==> src/rtl/rotate_sequencer.sv <==
// rotate_sequencer: multi-cycle circular shifter, one bit per clock, valid/ready in and out.
module rotate_sequencer #(
  parameter int N    = 8,
  parameter int AMTW = $clog2(N)
) (
  input  logic            clk,
  input  logic            rst_n,
  input  logic            in_valid,
  output logic            in_ready,
  input  logic [N-1:0]    in_data,
  input  logic [AMTW-1:0] in_amt,
  input  logic            in_dir,
  input  logic            abort,
  output logic            out_valid,
  input  logic            out_ready,
  output logic [N-1:0]    out_data,
  output logic            busy
);
  localparam logic [1:0] IDLE  = 2'd0;
  localparam logic [1:0] SHIFT = 2'd1;
  localparam logic [1:0] DONE  = 2'd2;
  logic [1:0]      state_q, state_d;
  logic [N-1:0]    data_q, data_d, rot;
  logic [AMTW-1:0] cnt_q, cnt_d;
  logic            dir_q, dir_d;
  assign rot = dir_q ? {data_q[N-2:0], data_q[N-1]} : {data_q[0], data_q[N-1:1]};
  always_comb begin
    state_d = state_q;
    data_d  = data_q;
    cnt_d   = cnt_q;
    dir_d   = dir_q;
    case (state_q)
      IDLE: if (in_valid) begin
        data_d  = in_data;
        cnt_d   = in_amt;
        dir_d   = in_dir;
        state_d = (in_amt != '0) ? SHIFT : DONE;
      end
      SHIFT: if (abort) begin
        state_d = IDLE;
        cnt_d   = '0;
      end else begin
        data_d  = rot;
        cnt_d   = cnt_q - AMTW'(1);
        state_d = (cnt_q == AMTW'(1)) ? DONE : SHIFT;
      end
      DONE: if (abort) begin
        state_d = IDLE;
        cnt_d   = '0;
      end else if (out_ready) begin
        state_d = IDLE;
      end
      default: state_d = IDLE;
    endcase
  end
  always_ff @(posedge clk or negedge rst_n) begin
    if (!rst_n) begin
      state_q <= IDLE;
      data_q  <= '0;
      cnt_q   <= '0;
      dir_q   <= 1'b0;
    end else begin
      state_q <= state_d;
      data_q  <= data_d;
      cnt_q   <= cnt_d;
      dir_q   <= dir_d;
    end
  end
  assign in_ready  = state_q == IDLE;
  assign out_valid = state_q == DONE;
  assign busy      = state_q != IDLE;
  assign out_data  = data_q;
endmodule

==> config.mk <==
export PLATFORM = sky130hd
export DESIGN_NAME = rotate_sequencer
export DESIGN_NICKNAME = d
export VERILOG_FILES = /design/src/rtl/rotate_sequencer.sv
export SDC_FILE = /design/constraint.sdc
export NUM_CORES = 1
export LEC_CHECK = 0
export BUFFER_PORTS_ARGS = -buffer_cell sky130_fd_sc_hd__buf_4
export CORE_MARGIN = 5
export CORE_UTILIZATION = 40
export CTS_BUF_LIST = sky130_fd_sc_hd__clkbuf_8
export DETAILED_ROUTE_END_ITERATION = 16
export GPL_TIMING_DRIVEN = 0
export PLACE_DENSITY_LB_ADDON = 0.2
export SLEW_MARGIN = 25
export SYNTH_ARGS = -nofsm -noshare
export SYNTH_HDL_FRONTEND = slang
export SYNTH_SLANG_ARGS = --single-unit
==> constraint.sdc <==
create_clock -name clk -period 4.05 [get_ports clk]
set_input_delay 1.215 -clock clk [delete_from_list [all_inputs] [get_ports clk]]
set_output_delay 1.215 -clock clk [all_outputs]
set_load 0.005 [all_outputs]
==> results.py <==
metrics = {
    "pwr": {
        "power.density_nw_per_um2": 805,
        "p_leak_nw": 0.595,
        "total_power_mw": 0.978,
        "ir_drop_mv": 0.403,
    },
    "timing": {
        "fin_crit_ns": 2.53,
        "relSlewSlack_pct": 71.3,
        "hold_violations": 0,
        "skew_ns": 0.00213,
        "worst_pin_slew_ns": 0.431,
        "fin_crit_sh_pct": 62.4,
        "setup_violations": 0,
        "clock.fmax_mhz": 396,
        "finalMaxSlewViolations": 0,
        "fin_setup_tns_ns": 0,
        "rsz0062_at_grt": "no",
    },
    "floorplanning": {
        "rows": 17,
        "ios": 28,
        "core-area_sq_um": 2230,
        "fp.dieW_microns": 58.4,
        "start_util_pct": 41.9,
        "dieArea_sq_um": 3410,
        "die_h_microns": 58.4,
    },
    "global_route": {
        "grt_pass1_vias": 779,
        "met3_usage_pct": 2.19,
        "grt_pass1_wl_microns": 3460,
        "grt_max_degree": 15,
        "antenna_found_initial": 0,
        "track_usage_pct": 13.3,
        "use_met2_pct": 24.1,
        "met1_usage_pct": 14.7,
        "grt_overflow": 0,
        "busiest_layer": "met2",
    },
    "synth": {
        "syn_nets": 113,
        "synthCells": 90,
        "synth_top_cell_area_share_pct": 37.4,
        "synth_ff_type": "dfrtp_1",
        "synth_commonest_cells": "dfrtp_1 (14), mux2_2 (11), mux2i_1 (10)",
        "synth_cell_type_count": 25,
        "synth_top_area_cell": "dfrtp_1",
        "synth_edf_count": 0,
        "synthArstFlopShare_pct": 100,
        "synth_warnings": 0,
        "synth.ff_latch_count": 14,
        "syn_area_sq_um": 936,
        "syn_area_per_cell_sq_um": 10.4,
        "yosysSeqAreaShare_pct": 37.4,
        "synthTopCellsByArea": "dfrtp_1 (37%), mux2_2 (13%), mux2i_1 (11%), ha_1 (8.0%), a21oi_1 (4.8%)",
        "synth.most_common_cell": "dfrtp_1",
    },
    "detailed_routing": {
        "route.final.wire_length_microns": 2030,
        "vias": 749,
        "drcViolationCount": 0,
        "wl_per_cell_microns": 13.7,
        "vias_per_cell": 5.06,
        "dr.pass1.iters": 6,
        "antenna_left": 0,
        "first_iter_violations": 7,
    },
    "clock_network": {
        "post_cts_buffers": 0,
        "numCtsBuffers": 3,
        "clk_path_buf_depth": 2,
        "cts.sinks": 14,
        "cts_hold_buf": 0,
        "path_clk_slew_ns": 0.06,
        "cts_tree": "yes",
        "cts_resized": 0,
        "clock_latency_ns": 0.24,
        "htreeDepth": 1,
        "cts_root_buf": "clkbuf_8",
    },
    "cells_and_area": {
        "drive_gt1_share_pct": 39.2,
        "syn2layout_area_growth_pct": 29.8,
        "fillCellCount": 213,
        "antenna_cells": 0,
        "design_area_sq_um": 1210,
        "fin_nets": 145,
    },
    "placement": {
        "hpwl_microns": 1610,
        "portBuffers": 27,
        "placed_cell_area_sq_um": 1170,
        "gp_congestion": 0.779,
    },
    "setup_path": {
        "critPathArrivalTime_ns": 1.31,
        "worstPathMaxFanout": 6,
        "required_ns": 2.83,
        "end_kind": "output port",
        "start_kind": "register",
        "path_class": "register to output port",
    },
    "job": {
        "maxCapViolations": 0,
    },
    "hold_path": {
        "hp-class": "register to register",
    },
    "outcome": {
        "status": "finished clean",
    },
}
[routing by layer]
metal / share of wire [%] / vias to the layer above
met5: 0 / -
met4: 0.84 / 0
met3: 6.0 / 2
met2: 51 / 20
met1: 42 / 352
li1: - / 375
[metrics by stage]
stage	hold WS, ns	setup slack (ns)	utilization, %	std cells
after global placement	0.531	1.66	52.5	145
after detailed placement	0.545	1.64	52.5	145
after floorplan	0.502	1.88	-	90
after CTS	0.558	1.52	54.4	148
final	0.553	1.52	54.4	148
after global routing	0.576	1.42	54.4	148
[flip-flops by register name, indices dropped and copies added, names as in the netlist]
signal / flops
out_data: 8
state_q: 2
cnt_q: 3
dir_q: 1
[power by group]
part,switching (mW),total (mW),internal [mW]
clock,0.0455,0.111,0.0657
sequential,0.0601,0.272,0.212
combinational,0.271,0.595,0.325
[final timing paths]
kind                       slack, ns  cells after the start           to  startpoint
max                             1.52                      4         busy  state_q[0]
min                             0.55                      2     cnt_q[1]    cnt_q[1]
max reg2reg                     2.23                      5  out_data[0]  state_q[0]
min reg2reg                     0.55                      2     cnt_q[1]    cnt_q[1]
max in group asynchronous       3.06                      1     cnt_q[1]       rst_n
min in group asynchronous       0.81                      1  out_data[0]       rst_n
[critical path, cell delays in order, from the launching register on]
cell,delay [ns]
dfrtp_1,0.41
inv_1,0.09
ha_1,0.31
inv_1,0.11
buf_4,0.15
[cell usage in the layout (no fill, tap or decap)]
cell / n
nand2b_4: 1
clkbuf_1: 1
nor4bb_1: 1
buf_4: 28
and2b_2: 1
a41o_1: 1
nand2_1: 1
a22o_1: 1
a31oi_1: 2
mux2_2: 11
nor3_2: 1
clkbuf_8: 3
nor4_1: 1
ha_1: 6
a21oi_1: 9
or2b_1: 1
inv_1: 8
a21oi_4: 1
o2bb2ai_1: 1
dfrtp_1: 14
mux2i_1: 10
nor2b_1: 6
o22ai_1: 1
nor2_1: 8
nor3_1: 1
buf_2: 1
[logic make-up after synthesis]
logic type | synth area share (%)
flops | 37.4
buf+inv | 4.95
mux | 23.9
compound gates | 11.5
fa+ha+maj | 8.02
simple gates | 14.2
[cell type report]
| cell class | instances | area, sq um | share of cell area (%) |
|---|---|---|---|
| clock buffer | 3 | 41.3 | 3.40 |
| buffer | 3 | 16.3 | 1.34 |
| multi-input combinational | 65 | 539 | 44.4 |
| inverter | 8 | 30.0 | 2.47 |
| timing repair buffer | 27 | 203 | 16.7 |
| sequential | 14 | 350 | 28.8 |
| tap | 28 | 35.0 | 2.88 |
Note: power is estimated with default switching activity, not from simulation.
